File: src/rtl/seven_segment_pkg.sv
// Shared types and segment encodings for the multiplexed seven-segment display.
// Segment bytes are active-low: bits 7..1 = a..g, bit 0 = decimal point.
package seven_segment_pkg;

    typedef enum logic [0:0] {
        ST_IDLE    = 1'b0,
        ST_CONVERT = 1'b1
    } state_t;

    localparam logic [7:0] SEG_BLANK = 8'hFF;
    localparam logic [7:0] SEG_DASH  = 8'hFD;

    // Glyph table 0..F with the decimal point off.
    function automatic logic [7:0] glyph(input logic [3:0] nib);
        logic [7:0] seg;
        case (nib)
            4'h0:    seg = 8'h03;
            4'h1:    seg = 8'h9F;
            4'h2:    seg = 8'h25;
            4'h3:    seg = 8'h0D;
            4'h4:    seg = 8'h99;
            4'h5:    seg = 8'h49;
            4'h6:    seg = 8'h41;
            4'h7:    seg = 8'h1F;
            4'h8:    seg = 8'h01;
            4'h9:    seg = 8'h09;
            4'hA:    seg = 8'h11;
            4'hB:    seg = 8'hC1;
            4'hC:    seg = 8'h63;
            4'hD:    seg = 8'h85;
            4'hE:    seg = 8'h61;
            4'hF:    seg = 8'h71;
            default: seg = SEG_BLANK;
        endcase
        return seg;
    endfunction

endpackage

File: src/rtl/seven_segment_mux_if.sv
// Value hand-off channel into the display: a valid/ready transfer of a value,
// its radix and its decimal points.
interface seven_segment_mux_if #(
    parameter int NUM_DIGITS = 4,
    parameter int DATA_BITS  = 14
);
    logic [DATA_BITS-1:0]  data_in;
    logic                  data_valid;
    logic                  data_ready;
    logic                  hex_mode;
    logic [NUM_DIGITS-1:0] dp_in;

    modport master (output data_in, output data_valid, output hex_mode, output dp_in,
                    input  data_ready);
    modport slave  (input  data_in, input  data_valid, input  hex_mode, input  dp_in,
                    output data_ready);
endinterface

File: src/rtl/bcd_converter_seq.sv
// Sequential binary-to-digits converter: one double-dabble step per cycle in
// decimal mode, a single-cycle nibble load in hex mode. done/digits are valid together.
module bcd_converter_seq
    import seven_segment_pkg::*;
#(
    parameter int NUM_DIGITS = 4,
    parameter int DATA_BITS  = 14
) (
    input  logic                    clk,
    input  logic                    reset,
    input  logic                    start,
    input  logic                    hex_mode,
    input  logic [DATA_BITS-1:0]    data_in,
    output logic                    busy,
    output logic                    done,
    output logic [4*NUM_DIGITS-1:0] digits,
    output logic                    overflow
);
    localparam int BCD_W = 4 * NUM_DIGITS;
    localparam int CNT_W = $clog2(DATA_BITS + 1);
    localparam logic [63:0] DEC_LIMIT = 64'(10 ** NUM_DIGITS);

    state_t               state_r;
    logic                 hex_r;
    logic                 ovf_r;
    logic [DATA_BITS-1:0] shift_r;
    logic [BCD_W-1:0]     bcd_r;
    logic [CNT_W-1:0]     cnt_r;
    logic [63:0]          wide_s;
    logic [BCD_W-1:0]     step_s;
    logic                 last_s;

    function automatic logic [BCD_W-1:0] dd_step(input logic [BCD_W-1:0] bcd, input logic bit_in);
        logic [BCD_W-1:0] adj;
        adj = bcd;
        for (int i = 0; i < NUM_DIGITS; i++) begin
            adj[4*i +: 4] = (adj[4*i +: 4] >= 4'd5) ? adj[4*i +: 4] + 4'd3 : adj[4*i +: 4];
        end
        return {adj[BCD_W-2:0], bit_in};
    endfunction

    assign wide_s   = 64'(data_in);
    assign step_s   = dd_step(bcd_r, shift_r[DATA_BITS-1]);
    assign last_s   = (state_r == ST_CONVERT) && (hex_r || (cnt_r == CNT_W'(DATA_BITS - 1)));
    assign busy     = (state_r == ST_CONVERT);
    assign done     = last_s;
    // The final double-dabble step is presented combinationally so the caller can latch it on the last cycle.
    assign digits   = hex_r ? bcd_r : step_s;
    assign overflow = ovf_r;

    // Conversion FSM and datapath; overflow is judged once from the raw input at start.
    always_ff @(posedge clk) begin
        if (reset) begin
            state_r <= ST_IDLE;
            hex_r   <= 1'b0;
            ovf_r   <= 1'b0;
            shift_r <= '0;
            bcd_r   <= '0;
            cnt_r   <= '0;
        end else begin
            case (state_r)
                ST_IDLE: begin
                    if (start) begin
                        state_r <= ST_CONVERT;
                        hex_r   <= hex_mode;
                        shift_r <= data_in;
                        cnt_r   <= '0;
                        if (hex_mode) begin
                            bcd_r <= wide_s[BCD_W-1:0];
                            ovf_r <= (wide_s >> BCD_W) != 64'd0;
                        end else begin
                            bcd_r <= '0;
                            ovf_r <= wide_s >= DEC_LIMIT;
                        end
                    end else begin
                        state_r <= ST_IDLE;
                    end
                end
                ST_CONVERT: begin
                    shift_r <= shift_r << 1;
                    bcd_r   <= step_s;
                    cnt_r   <= cnt_r + CNT_W'(1);
                    state_r <= last_s ? ST_IDLE : ST_CONVERT;
                end
                default: state_r <= ST_IDLE;
            endcase
        end
    end

endmodule

File: src/rtl/seven_segment_mux.sv
// Multiplexed seven-segment driver: accepts a value over a valid/ready channel,
// converts it, and scans the digits with PWM brightness and leading-zero blanking.
module seven_segment_mux
    import seven_segment_pkg::*;
#(
    parameter int NUM_DIGITS   = 4,
    parameter int DATA_BITS    = 14,
    parameter int DIGIT_CYCLES = 250000
) (
    input  logic                  clk,
    input  logic                  reset,
    seven_segment_mux_if.slave    bus,
    input  logic                  blank_lz,
    input  logic [3:0]            brightness,
    output logic [NUM_DIGITS-1:0] enable,
    output logic [7:0]            led_out
);
    localparam int PHASE_LEN = DIGIT_CYCLES / 16;
    localparam int SUB_W     = (PHASE_LEN > 1) ? $clog2(PHASE_LEN) : 1;
    localparam int IDX_W     = (NUM_DIGITS > 1) ? $clog2(NUM_DIGITS) : 1;
    localparam int BCD_W     = 4 * NUM_DIGITS;

    logic                  start_s;
    logic                  conv_busy_s;
    logic                  conv_done_s;
    logic [BCD_W-1:0]      conv_digits_s;
    logic                  conv_ovf_s;
    logic [BCD_W-1:0]      digits_r;
    logic [NUM_DIGITS-1:0] dp_r;
    logic [NUM_DIGITS-1:0] dp_pend_r;
    logic                  ovf_r;
    logic [SUB_W-1:0]      sub_r;
    logic [3:0]            phase_r;
    logic [IDX_W-1:0]      idx_r;
    logic [NUM_DIGITS-1:0] enable_r;
    logic [7:0]            led_r;
    logic                  run_v;
    logic [NUM_DIGITS-1:0] zero_above_s;
    logic [3:0]            nib_s;
    logic                  dp_sel_s;
    logic                  blank_s;
    logic                  lit_s;
    logic [7:0]            seg_s;

    assign start_s        = bus.data_valid && !conv_busy_s;
    assign bus.data_ready = !conv_busy_s;
    assign enable         = enable_r;
    assign led_out        = led_r;

    bcd_converter_seq #(
        .NUM_DIGITS (NUM_DIGITS),
        .DATA_BITS  (DATA_BITS)
    ) u_conv (
        .clk      (clk),
        .reset    (reset),
        .start    (start_s),
        .hex_mode (bus.hex_mode),
        .data_in  (bus.data_in),
        .busy     (conv_busy_s),
        .done     (conv_done_s),
        .digits   (conv_digits_s),
        .overflow (conv_ovf_s)
    );

    // Display registers change only on the converter's final cycle, so partial results are never shown.
    always_ff @(posedge clk) begin
        if (reset) begin
            digits_r  <= '0;
            dp_r      <= '0;
            dp_pend_r <= '0;
            ovf_r     <= 1'b0;
        end else begin
            dp_pend_r <= start_s ? bus.dp_in : dp_pend_r;
            if (conv_done_s) begin
                digits_r <= conv_digits_s;
                dp_r     <= dp_pend_r;
                ovf_r    <= conv_ovf_s;
            end else begin
                digits_r <= digits_r;
                dp_r     <= dp_r;
                ovf_r    <= ovf_r;
            end
        end
    end

    // Scan position: sub-phase tick, 16 PWM phases per slot, digit index.
    always_ff @(posedge clk) begin
        if (reset) begin
            sub_r   <= '0;
            phase_r <= 4'd0;
            idx_r   <= '0;
        end else if (sub_r == SUB_W'(PHASE_LEN - 1)) begin
            sub_r   <= '0;
            phase_r <= phase_r + 4'd1;
            if (phase_r == 4'd15) begin
                idx_r <= (idx_r == IDX_W'(NUM_DIGITS - 1)) ? '0 : idx_r + IDX_W'(1);
            end else begin
                idx_r <= idx_r;
            end
        end else begin
            sub_r <= sub_r + SUB_W'(1);
        end
    end

    // Segment pattern and blanking decision for the currently scanned digit.
    always_comb begin
        run_v        = 1'b1;
        zero_above_s = '0;
        for (int i = NUM_DIGITS - 1; i >= 0; i--) begin
            run_v           = run_v & (digits_r[4*i +: 4] == 4'd0);
            zero_above_s[i] = run_v;
        end
        nib_s    = digits_r[4*idx_r +: 4];
        dp_sel_s = dp_r[idx_r];
        blank_s  = blank_lz && (idx_r != '0) && !ovf_r && zero_above_s[idx_r] && !dp_sel_s;
        lit_s    = (phase_r <= brightness);
        seg_s    = ovf_r ? SEG_DASH : glyph(nib_s);
        seg_s[0] = seg_s[0] & ~dp_sel_s;
    end

    // Registered drive of digit enables and segments.
    always_ff @(posedge clk) begin
        if (reset) begin
            enable_r <= '1;
            led_r    <= SEG_BLANK;
        end else if (blank_s) begin
            enable_r <= '1;
            led_r    <= SEG_BLANK;
        end else begin
            enable_r <= lit_s ? ~(NUM_DIGITS'(1) << idx_r) : '1;
            led_r    <= seg_s;
        end
    end

endmodule

File: src/flat_wrapper.sv
// flat-port wrapper written by rule: the top's interface ports become plain ports
module seven_segment_mux_flat import seven_segment_pkg::*;
#(
    parameter int NUM_DIGITS   = 4,
    parameter int DATA_BITS    = 14,
    parameter int DIGIT_CYCLES = 250000
)
  (clk, reset, blank_lz, brightness, enable, led_out, bus_data_in, bus_data_valid, bus_hex_mode, bus_dp_in, bus_data_ready);
  seven_segment_mux_if #(.NUM_DIGITS(NUM_DIGITS), .DATA_BITS(DATA_BITS)) bus_i ();
  input  logic clk;
  input  logic reset;
  input  logic blank_lz;
  input  logic [3:0] brightness;
  output logic [NUM_DIGITS-1:0] enable;
  output logic [7:0] led_out;
  input wire logic [$bits(bus_i.data_in)-1:0] bus_data_in;
  input wire logic [$bits(bus_i.data_valid)-1:0] bus_data_valid;
  input wire logic [$bits(bus_i.hex_mode)-1:0] bus_hex_mode;
  input wire logic [$bits(bus_i.dp_in)-1:0] bus_dp_in;
  output wire logic [$bits(bus_i.data_ready)-1:0] bus_data_ready;
  assign bus_i.data_in = bus_data_in;
  assign bus_i.data_valid = bus_data_valid;
  assign bus_i.hex_mode = bus_hex_mode;
  assign bus_i.dp_in = bus_dp_in;
  assign bus_data_ready = bus_i.data_ready;
  seven_segment_mux #(.NUM_DIGITS(NUM_DIGITS), .DATA_BITS(DATA_BITS), .DIGIT_CYCLES(DIGIT_CYCLES)) u_core (.clk(clk), .reset(reset), .bus(bus_i), .blank_lz(blank_lz), .brightness(brightness), .enable(enable), .led_out(led_out));
endmodule
File: config.mk
export PLATFORM = sky130hd
export DESIGN_NAME = seven_segment_mux_flat
export DESIGN_NICKNAME = d
export VERILOG_FILES = /design/src/rtl/seven_segment_pkg.sv /design/src/rtl/seven_segment_mux_if.sv /design/src/rtl/bcd_converter_seq.sv /design/src/rtl/seven_segment_mux.sv /design/src/flat_wrapper.sv
export SDC_FILE = /design/constraint.sdc
export NUM_CORES = 1
export LEC_CHECK = 0
export BUFFER_PORTS_ARGS = -buffer_cell sky130_fd_sc_hd__buf_2
export CAP_MARGIN = 30
export CORE_UTILIZATION = 60
export CTS_CLUSTER_DIAMETER = 60
export DETAILED_ROUTE_END_ITERATION = 10
export GPL_TIMING_DRIVEN = 0
export PLACE_DENSITY = 0.8
export SLEW_MARGIN = 20
export SYNTH_ARGS = -nofsm -noshare
export SYNTH_HDL_FRONTEND = slang
export SYNTH_HIERARCHICAL = 1
export SYNTH_SLANG_ARGS = --single-unit
export TNS_END_PERCENT = 1
File: constraint.sdc
create_clock -name clk -period 3.25 [get_ports clk]
set_clock_uncertainty 0.1 [all_clocks]
set_input_delay 0.8125 -clock clk [delete_from_list [all_inputs] [get_ports clk]]
set_output_delay 0.8125 -clock clk [all_outputs]
set_load 0.01 [all_outputs]
==> impl_metrics.json, run 1 <==
{
  "outcome": "complete, no violations",
  "finalHoldViolations": 0,
  "root_buffer": "clkbuf_8",
  "drc": 0,
  "seq_area_frac_synth_pct": 37.04,
  "fin_crit_ns": 2.792,
  "postRouteAntennaNets": 0,
  "wirelength_met1_um": 5385,
  "yosysTopAreaCellShare_pct": 37.04,
  "end_kind": "register",
  "synth_fa_ha_area_share_pct": 6.404,
  "place_congestion": 0.8813,
  "synth_compound_area_share_pct": 15.25,
  "finalSetupViolCount": 0,
  "hp-class": "reg -> reg",
  "syn_avg_cell_area_um2": 8.850,
  "cts_max_level": 3,
  "path_class": "reg -> reg",
  "cts_buffers": 9,
  "syn_nets": 627,
  "placed_area_um2": 5406,
  "synth_area_leaders": "dfxtp_1 (37%), mux2i_1 (9.7%), ha_1 (6.4%), nor2_1 (6.0%), a21oi_1 (3.7%)",
  "startpoint_type": "register",
  "cts_buffer_depth": 2,
  "hold_buffers": 0,
  "synth_xor_area_share_pct": 3.621,
  "met2WireLength_um": 5508,
  "yosysTopAreaCell": "dfxtp_1",
  "arrival_ns": 2.99,
  "synth_top_family_by_area": "simple AND/OR/NAND/NOR gates",
  "crit_required_ns": 3.45,
  "syn2layout_area_growth_pct": 10.94,
  "vias": 4391,
  "drv_slew": 0,
  "cts.sinks": 94,
  "clock_latency_ns": 0.37,
  "die-area_um2": 8839,
  "post-dp-hpwl_um": 8811,
  "yosys_warnings": 6,
  "fin_hold_ws_ns": 0.3933,
  "synth.area.mux_share_pct": 13.65,
  "max_freq_ghz": 0.3581,
  "maxCapViolCount": 0,
  "drt_pass1_iterations": 5,
  "period_share_pct": 85.92,
  "synth_seq_cells": 94,
  "met3_wirelength_um": 745,
  "ios": 40,
  "grt_overflow": 0,
  "grt_pass1_wl_um": 19710,
  "path_clk_slew_ns": 0.09,
  "synth-simple-area-share_pct": 18.89,
  "fin_tns_setup_ns": 0,
  "fill_cells": 650,
  "die_h_um": 94.02,
  "placement.io_buffers": 39,
  "synthArstFlopShare_pct": 0,
  "drive_gt1_share_pct": 16.53,
  "fin_nets": 677,
  "grt_pass1_vias": 4119,
  "final_core_util_pct": 68.59,
  "rows": 33,
  "grt_max_degree": 16,
  "coreArea_um2": 8217,
  "p_total_uw": 2523,
  "viasPerCell": 5.982,
  "netlist_top_cells_count": "dfxtp_1 (94), nor2_1 (81), mux2i_1 (49)",
  "yosysUniqueCellTypes": 59,
  "antennaDiodeCount": 0,
  "wl_per_cell_um": 16.13,
  "drt_iter0_drc": 318,
  "finalInstanceArea_um2": 5635,
  "p_leak_uw": 0.002192,
  "p_per_area_nw_per_um2": 447.8,
  "synth-edff-count": 0,
  "ys.flop_type": "dfxtp_1",
  "synth_cells": 574,
  "synth.most_common_cell": "dfxtp_1",
  "worst-path-max-fanout": 10,
  "start_util_pct": 61.82,
  "worst_pin_slew_ns": 0.6978,
  "syn_area_um2": 5080,
  "tritoncts": "done",
  "slew_headroom_pct": 53.48,
  "track_usage_pct": 28.59,
  "die_w_um": 94.02,
  "antenna_found_initial": 0,
  "routed_wl_um": 11840,
  "rsz0062_at_grt": "no",
  "dr.max_layer_used": "met4",
  "peakVddDrop_v": 0.0004227
}
-- what timing repair did --
item	4_1_cts	5_1_grt
buffers inserted	0	0
setup endpoints to repair	0	6
gates resized for setup	0	1
-- sequential cells by signal (all words and copies together) (netlist names), 8 cells and up --
signal and flops:
u_core/u_conv/bcd_r 16, u_core/u_conv/shift_r 14, u_core/digits_r 16, u_core/led_out 8, u_core/sub_r 14
-- power by group --
part	internal, uW	total [uW]	switching, uW
sequential	1200	1250	47.5
combinational	164	404	241
clock	456	871	415
-- routing by layer --
layer	GRT usage, %	up-vias
met1	39.01	2070
met5	0	-
met4	11.92	0
met3	4.126	22
met2	45.07	183
li1	-	2116
-- cell usage in the layout, fill, tap and decap left out, drive strengths merged, types with 4 or more instances in the layout --
| master | netlist | final |
|---|---|---|
| nand2b | 10 | 10 |
| nand3 | 22 | 22 |
| nor3b | 5 | 5 |
| a311oi | 4 | 4 |
| a21oi | 43 | 43 |
| mux2 | 7 | 7 |
| a211oi | 4 | 4 |
| nor3 | 8 | 8 |
| o211ai | 4 | 4 |
| inv | 30 | 30 |
| dfxtp | 94 | 94 |
| clkbuf | 15 | 26 |
| and3 | 7 | 7 |
| xnor2 | 10 | 10 |
| nand2 | 42 | 42 |
| nor2 | 81 | 81 |
| mux2i | 49 | 49 |
| a221oi | 12 | 12 |
| ha | 26 | 26 |
| o21ai | 29 | 29 |
| buf | 17 | 56 |
| mux4 | 5 | 5 |
| xor2 | 11 | 11 |
| nor4 | 6 | 6 |
-- final cells by class --
type | count | area, um2 | area share, %
flip-flops and latches | 94 | 1882 | 33.39
multi-input cells | 418 | 2942 | 52.20
clock inverters | 5 | 82.58 | 1.465
clock buffers | 11 | 141.4 | 2.509
well taps | 105 | 131.4 | 2.331
inverters | 30 | 112.6 | 1.998
repair buffers | 39 | 195.2 | 3.464
plain buffers | 32 | 148.9 | 2.642
-- through the flow --
| stage | setup slack [ns] | instances |
|---|---|---|
| 2_1_floorplan | 0.9031 | 574 |
| 3_3_place_gp | 0.3427 | 718 |
| 3_5_place_dp | 0.2175 | 718 |
| 4_1_cts | 0.1966 | 734 |
| 5_1_grt | 0.2043 | 734 |
| 6_report | 0.4577 | 734 |
-- kinds of logic (layout without fill, tap and decap cells) --
group	count (synthesis)	after routing
flops	94	94
fa+ha+maj	26	26
buf+inv	62	117
simple gates	199	199
compound gates	111	111
mux	61	61
xor+xnor	21	21
-- worst paths after layout --
path | from | to | depth (start not counted) | slack (ns)
worst max-delay path | u_core/idx_r[0] | u_core/led_out[7] | 9 | 0.46
worst min-delay path | u_core/u_conv/shift_r[1] | u_core/u_conv/shift_r[2] | 2 | 0.39
worst max register to register | u_core/idx_r[0] | u_core/led_out[7] | 9 | 0.46
worst min register to register | u_core/u_conv/shift_r[1] | u_core/u_conv/shift_r[2] | 2 | 0.39
-- worst max-delay path: stages (launching register included) --
cell	delay, ns
dfxtp_1	0.51
buf_2	0.31
clkbuf_1	0.37
inv_1	0.18
ha_1	0.27
nor3_1	0.14
nand2_1	0.09
a2111oi_2	0.40
nor3_1	0.22
o211ai_1	0.14
Power figures use the tool's default switching activity.
==> inputs of run 2 (changes only) <==
--- a/config.mk
+++ b/config.mk
@@ -15,6 +15,5 @@
 export SLEW_MARGIN = 20
 export SYNTH_ARGS = -nofsm -noshare
 export SYNTH_HDL_FRONTEND = slang
-export SYNTH_HIERARCHICAL = 1
 export SYNTH_SLANG_ARGS = --single-unit
 export TNS_END_PERCENT = 1
==> run 2 against run 1 <==
Die area shrank 2.9%. Highest routed layer unchanged. Total power fell by 2.8%. Register-to-register slack improved by 0.19 ns.
==> impl_metrics.json, run 2 <==
{
  "cts_resized": 0,
  "drt_iter0_drc": 257,
  "p_per_area_nw_per_um2": 448.8,
  "outcome": "complete, no violations",
  "synth_seq_cells": 94,
  "p_leak_uw": 0.002131,
  "place_congestion": 0.8950,
  "start_util_pct": 62.85,
  "post-dp-hpwl_um": 8571,
  "cts.sinks": 94,
  "root_buffer": "clkbuf_8",
  "placement.io_buffers": 37,
  "clock_latency_ns": 0.36,
  "ys.flop_type": "dfxtp_1",
  "track_usage_pct": 28.57,
  "path_clk_slew_ns": 0.10,
  "ios": 40,
  "yosysUniqueCellTypes": 52,
  "drv_slew": 0,
  "cts_setup_buffers": 0,
  "startpoint_type": "register",
  "cts_buffer_depth": 2,
  "rows": 32,
  "hold_buffers": 0,
  "netlist_top_cells_count": "dfxtp_1 (94), nor2_1 (90), a21oi_1 (48)",
  "seq_area_frac_synth_pct": 38.15,
  "synth_area_leaders": "dfxtp_1 (38%), ha_1 (6.8%), nor2_1 (6.8%), mux2i_1 (6.5%), a21oi_1 (4.9%)",
  "grt_pass1_vias": 4090,
  "layout_commonest_cell": "dfxtp_1",
  "routed_wl_um": 11590,
  "postRouteAntennaNets": 0,
  "worst-path-max-fanout": 10,
  "max_freq_ghz": 0.3850,
  "fin_nets": 688,
  "cts_max_level": 3,
  "yosysTopAreaCellShare_pct": 38.15,
  "yosys_warnings": 0,
  "grt_overflow": 0,
  "synth-edff-count": 0,
  "crit_required_ns": 3.37,
  "period_share_pct": 79.93,
  "mostFrequentLayoutCells": "dfxtp_1 (94), nor2_1 (90), a21oi_1 (48), nand2_1 (41), buf_2 (39)",
  "synth.most_common_cell": "dfxtp_1",
  "die-area_um2": 8587,
  "fin_crit_ns": 2.598,
  "die_h_um": 92.67,
  "tritoncts": "done",
  "syn2layout_area_growth_pct": 10.81,
  "slew_headroom_pct": 53.48,
  "peakVddDrop_v": 0.0003338,
  "finalHoldViolations": 0,
  "coreArea_um2": 7848,
  "viasPerCell": 5.879,
  "drive_gt1_share_pct": 11.74,
  "arrival_ns": 2.72,
  "final_cells": 741,
  "syn_nets": 640,
  "yosysTopAreaCell": "dfxtp_1",
  "maxCapViolCount": 0,
  "synth_cells": 586,
  "drc": 0,
  "path_class": "reg -> reg",
  "antennaDiodeCount": 0,
  "synthArstFlopShare_pct": 0,
  "placed_cells": 725,
  "grt_pass1_wl_um": 19490,
  "finalSetupViolCount": 0,
  "die_w_um": 92.67,
  "top_regs": "u_core.digits_r: 16 flops, u_core.u_conv.bcd_r: 16 flops",
  "cts_buffers": 9,
  "vias": 4356,
  "antenna_found_initial": 0,
  "hp-class": "reg -> reg",
  "drt_pass1_iterations": 5,
  "end_kind": "register",
  "syn_area_um2": 4932,
  "fin_tns_setup_ns": 0,
  "wl_per_cell_um": 15.64,
  "syn_avg_cell_area_um2": 8.417,
  "grt_max_degree": 17,
  "worst_pin_slew_ns": 0.6784,
  "rsz0062_at_grt": "no"
}
==> run 2: changes by cell type after synthesis, sizes merged, moves of 8 or more <==
cell,change
nor2,+9
mux2i,-17
nand3,+8
clkbuf,+8
a311oi,+8
a221oi,-10
nor2b,+8
==> run 2: final cells by class <==
class,instances,area [um2]
multi-input combinational,433,2823
fill,660,2382
sequential,94,1882
timing repair buffer,37,185.2
buffer,34,133.9
clock buffer,10,127.6
tap,102,127.6
inverter,25,93.84
clock inverter,6,92.59
==> run 2: worst max-delay path: stages (launching register included) <==
cell	delay, ns
dfxtp_1	0.38
buf_2	0.25
buf_1	0.41
mux4_2	0.46
ha_1	0.31
a221oi_1	0.38
o211ai_1	0.15
==> run 2: per-layer routing <==
| metal | routed length [um] | vias to the layer above | part of all wire, % | track usage, % |
|---|---|---|---|---|
| li1 | - | 2140 | - | - |
| met1 | 5142 | 2031 | 44 | 37.08 |
| met2 | 5461 | 159 | 47 | 48.15 |
| met3 | 708 | 26 | 6.1 | 4.105 |
| met4 | 274 | 0 | 2.4 | 10.77 |
| met5 | 0 | - | 0 | 0 |
==> run 2: final timing paths <==
path	startpoint	endpoint	slack, ns	cells after the start
max	u_core.idx_r[1]	u_core.led_out[7]	0.65	6
min	u_core.dp_r[1]	u_core.dp_r[1]	0.37	2
max reg2reg	u_core.idx_r[1]	u_core.led_out[7]	0.65	6
min reg2reg	u_core.dp_r[1]	u_core.dp_r[1]	0.37	2
==> run 2: where the power goes <==
part	internal (uW)	total (uW)	leakage, uW	switching [uW]
sequential	1200	1250	0.000768	45.4
combinational	136	344	0.00126	208
clock	439	862	0.000104	423
==> run 2: logic make-up after synthesis <==
family / count (synthesis) / synth area share, %
compound gates: 120 / 14.89
buf+inv: 59 / 4.617
fa+ha+maj: 27 / 6.849
flops: 94 / 38.15
mux: 43 / 10.15
xor+xnor: 20 / 3.551
simple gates: 223 / 21.79
==> run 2: through the flow <==
stage          instance area, um2  util [%]  worst slack (ns)  hold WS, ns  total power, uW
6_report                     5465     69.64            0.6523       0.3652             2453
5_1_grt                      5465     69.64            0.2973       0.3840             2553
4_1_cts                      5465     69.64            0.7266       0.3627             2450
3_5_place_dp                 5245     66.84            0.7314       0.3485             1609
3_3_place_gp                 5245     66.84            0.7649       0.3439             1594
2_1_floorplan                4932         -             1.120       0.3312             1503
==> inputs of run 3 (changes only) <==
--- a/config.mk
+++ b/config.mk
@@ -7,11 +7,11 @@
 export LEC_CHECK = 0
 export BUFFER_PORTS_ARGS = -buffer_cell sky130_fd_sc_hd__buf_2
 export CAP_MARGIN = 30
-export CORE_UTILIZATION = 60
+export CORE_UTILIZATION = 54
 export CTS_CLUSTER_DIAMETER = 60
 export DETAILED_ROUTE_END_ITERATION = 10
 export GPL_TIMING_DRIVEN = 0
-export PLACE_DENSITY = 0.8
+export PLACE_DENSITY = 0.76
 export SLEW_MARGIN = 20
 export SYNTH_ARGS = -nofsm -noshare
 export SYNTH_HDL_FRONTEND = slang
==> constraint.sdc (replaced) <==
create_clock -name clk -period 2.3 [get_ports clk]
set_clock_uncertainty 0.1 [all_clocks]
set_input_delay 0.575 -clock clk [delete_from_list [all_inputs] [get_ports clk]]
set_output_delay 0.575 -clock clk [all_outputs]
set_load 0.01 [all_outputs]
==> run 3 against run 2 <==
Total power rose by 32%. Worst hold slack got worse by 0.020 ns. Critical path type unchanged. Critical path depth did not move. Sequential cell count did not move. Count of clock-buffer cells in the layout did not move. Register-to-register slack got worse by 0.55 ns. Setup slack got worse by 0.55 ns. Final cell count rose by 1.2%. Critical endpoint is now u_core.idx_r[0].
==> impl_metrics.json, run 3 (same netlist as run 2, synthesis figures left out) <==
{
  "period_share_pct": 95.63,
  "grt_overflow": 0,
  "grtUsageMet2_pct": 42.82,
  "final_cells": 750,
  "top_regs": "u_core.digits_r: 16 flops, u_core.u_conv.bcd_r: 16 flops",
  "r2r-end": "u_core.idx_r[0]",
  "finalHoldViolations": 0,
  "ff2ff_path_depth": 6,
  "place_congestion": 0.8919,
  "startpoint_type": "register",
  "die_h_um": 97.57,
  "rrSetupSlack_ns": 0.10,
  "viasPerCell": 5.693,
  "path_class": "reg -> reg",
  "coreArea_um2": 8763,
  "use_met3_pct": 4.173,
  "mostFrequentLayoutCells": "dfxtp_1 (93), nor2_1 (90), a21oi_1 (48), nand2_1 (41), buf_2 (37)",
  "final_core_util_pct": 62.58,
  "start_util_pct": 56.28,
  "routed_wl_um": 11450,
  "peakVddDrop_v": 0.0003292,
  "grt_max_degree": 17,
  "placed_cells": 731,
  "vias": 4270,
  "worst-path-max-fanout": 5,
  "drt_pass1_iterations": 5,
  "hp-class": "in -> reg",
  "syn2layout_area_growth_pct": 11.19,
  "fin_crit_ns": 2.199,
  "die_w_um": 97.57,
  "cts.sinks": 94,
  "arrival_ns": 2.39,
  "p_total_uw": 3242,
  "root_buffer": "clkbuf_8",
  "tritoncts": "done",
  "rows": 34,
  "finalInstanceArea_um2": 5484,
  "grt_pass1_vias": 4154,
  "antenna_found_initial": 0,
  "rsz0062_at_grt": "yes",
  "ios": 40,
  "p_per_area_nw_per_um2": 591.3,
  "maxCapViolCount": 0,
  "worst_pin_slew_ns": 0.6266,
  "startpoint": "u_core.sub_r[5]",
  "grt_pass1_wl_um": 19560,
  "drive_gt1_share_pct": 13.55,
  "fin_nets": 691,
  "die-area_um2": 9520,
  "finalSetupViolCount": 0,
  "clock_latency_ns": 0.36,
  "cts_buffer_depth": 2,
  "placed_area_um2": 5253,
  "top_usage_layer": "met2",
  "placement.io_buffers": 37,
  "use_met1_pct": 32.22,
  "crit_required_ns": 2.49,
  "postRouteAntennaNets": 0,
  "cts_max_level": 3,
  "cts_buffers": 9,
  "track_usage_pct": 25.25,
  "layout_commonest_cell": "dfxtp_1",
  "max_freq_ghz": 0.4547,
  "slew_headroom_pct": 58.23,
  "outcome": "complete, no violations",
  "drt_iter0_drc": 248,
  "path_clk_slew_ns": 0.10,
  "wl_per_cell_um": 15.27,
  "reg2reg_from": "u_core.sub_r[5]",
  "drv_slew": 0,
  "hold_buffers": 0,
  "p_leak_uw": 0.002129,
  "post-dp-hpwl_um": 8611,
  "antennaDiodeCount": 0,
  "drc": 0,
  "fill_cells": 761,
  "end_kind": "register",
  "crit_end": "u_core.idx_r[0]",
  "fin_tns_setup_ns": 0
}
==> run 3: changes by cell type in the layout (fill, tap and decap cells not counted), sizes merged <==
cell and change:
clkinv +1, bufinv -2, clkbuf +2, clkinvlp +1, buf +1
==> run 3: worst max-delay path, stage by stage, from the launching register on <==
cell and delay, ns:
dfxtp_1 0.34, or4b_4 0.55, nor4_4 0.32, buf_4 0.19
nand4_2 0.14, or3_1 0.35, a21oi_2 0.14
==> run 3: how the worst min path moves through the flow <==
stage	from	end	slack, ns	cells after the start
5_1_grt	bus_dp_in[2]	u_core.dp_pend_r[2]	0.34	3
3_5_place_dp	u_core.u_conv.overflow	u_core.ovf_r	0.35	2
2_1_floorplan	u_core.dp_pend_r[0]	u_core.dp_r[0]	0.33	2
3_3_place_gp	u_core.dp_pend_r[2]	u_core.dp_r[2]	0.34	2
6_report	bus_dp_in[1]	u_core.dp_pend_r[1]	0.34	3
4_1_cts	bus_dp_in[1]	u_core.dp_pend_r[1]	0.34	3
==> run 3: area by class of cell <==
cell class	instances	area, um2	area share (%)
buffer	34	148.9	2.715
clock buffer	10	127.6	2.327
clock inverter	6	45.04	0.8214
inverter	25	93.84	1.711
multi-input combinational	433	2840	51.79
sequential	94	1886	34.38
tap	108	135.1	2.464
timing repair buffer	40	207.7	3.787
==> run 3: power breakdown <==
part	total [uW]	internal, uW	switching, uW
clock network	999	399	600
logic	485	194	291
registers	1760	1700	62.4
total	3240	2290	953
==> run 3: layer usage <==
metal | wire length (um) | vias to the layer above
met1 | 5247 | 1991
li1 | - | 2150
met5 | 0 | -
met2 | 5582 | 113
met3 | 428 | 16
met4 | 192 | 0
==> run 3: stage by stage <==
stage | hold WS, ns | setup slack (ns)
finish | 0.3448 | 0.1006
detailed placement | 0.3467 | -0.2078
global placement | 0.3433 | -0.1036
CTS | 0.3385 | 0.01399
global route | 0.3417 | -0.02544
floorplan | 0.3312 | 0.1851
==> run 3: what timing repair did <==
item,in CTS,in global routing
pin swaps,0,1
endpoints found under the setup margin,11,24
gates cloned,0,0
buffers inserted,0,3
resized for setup,5,12
hold endpoints to repair,0,0
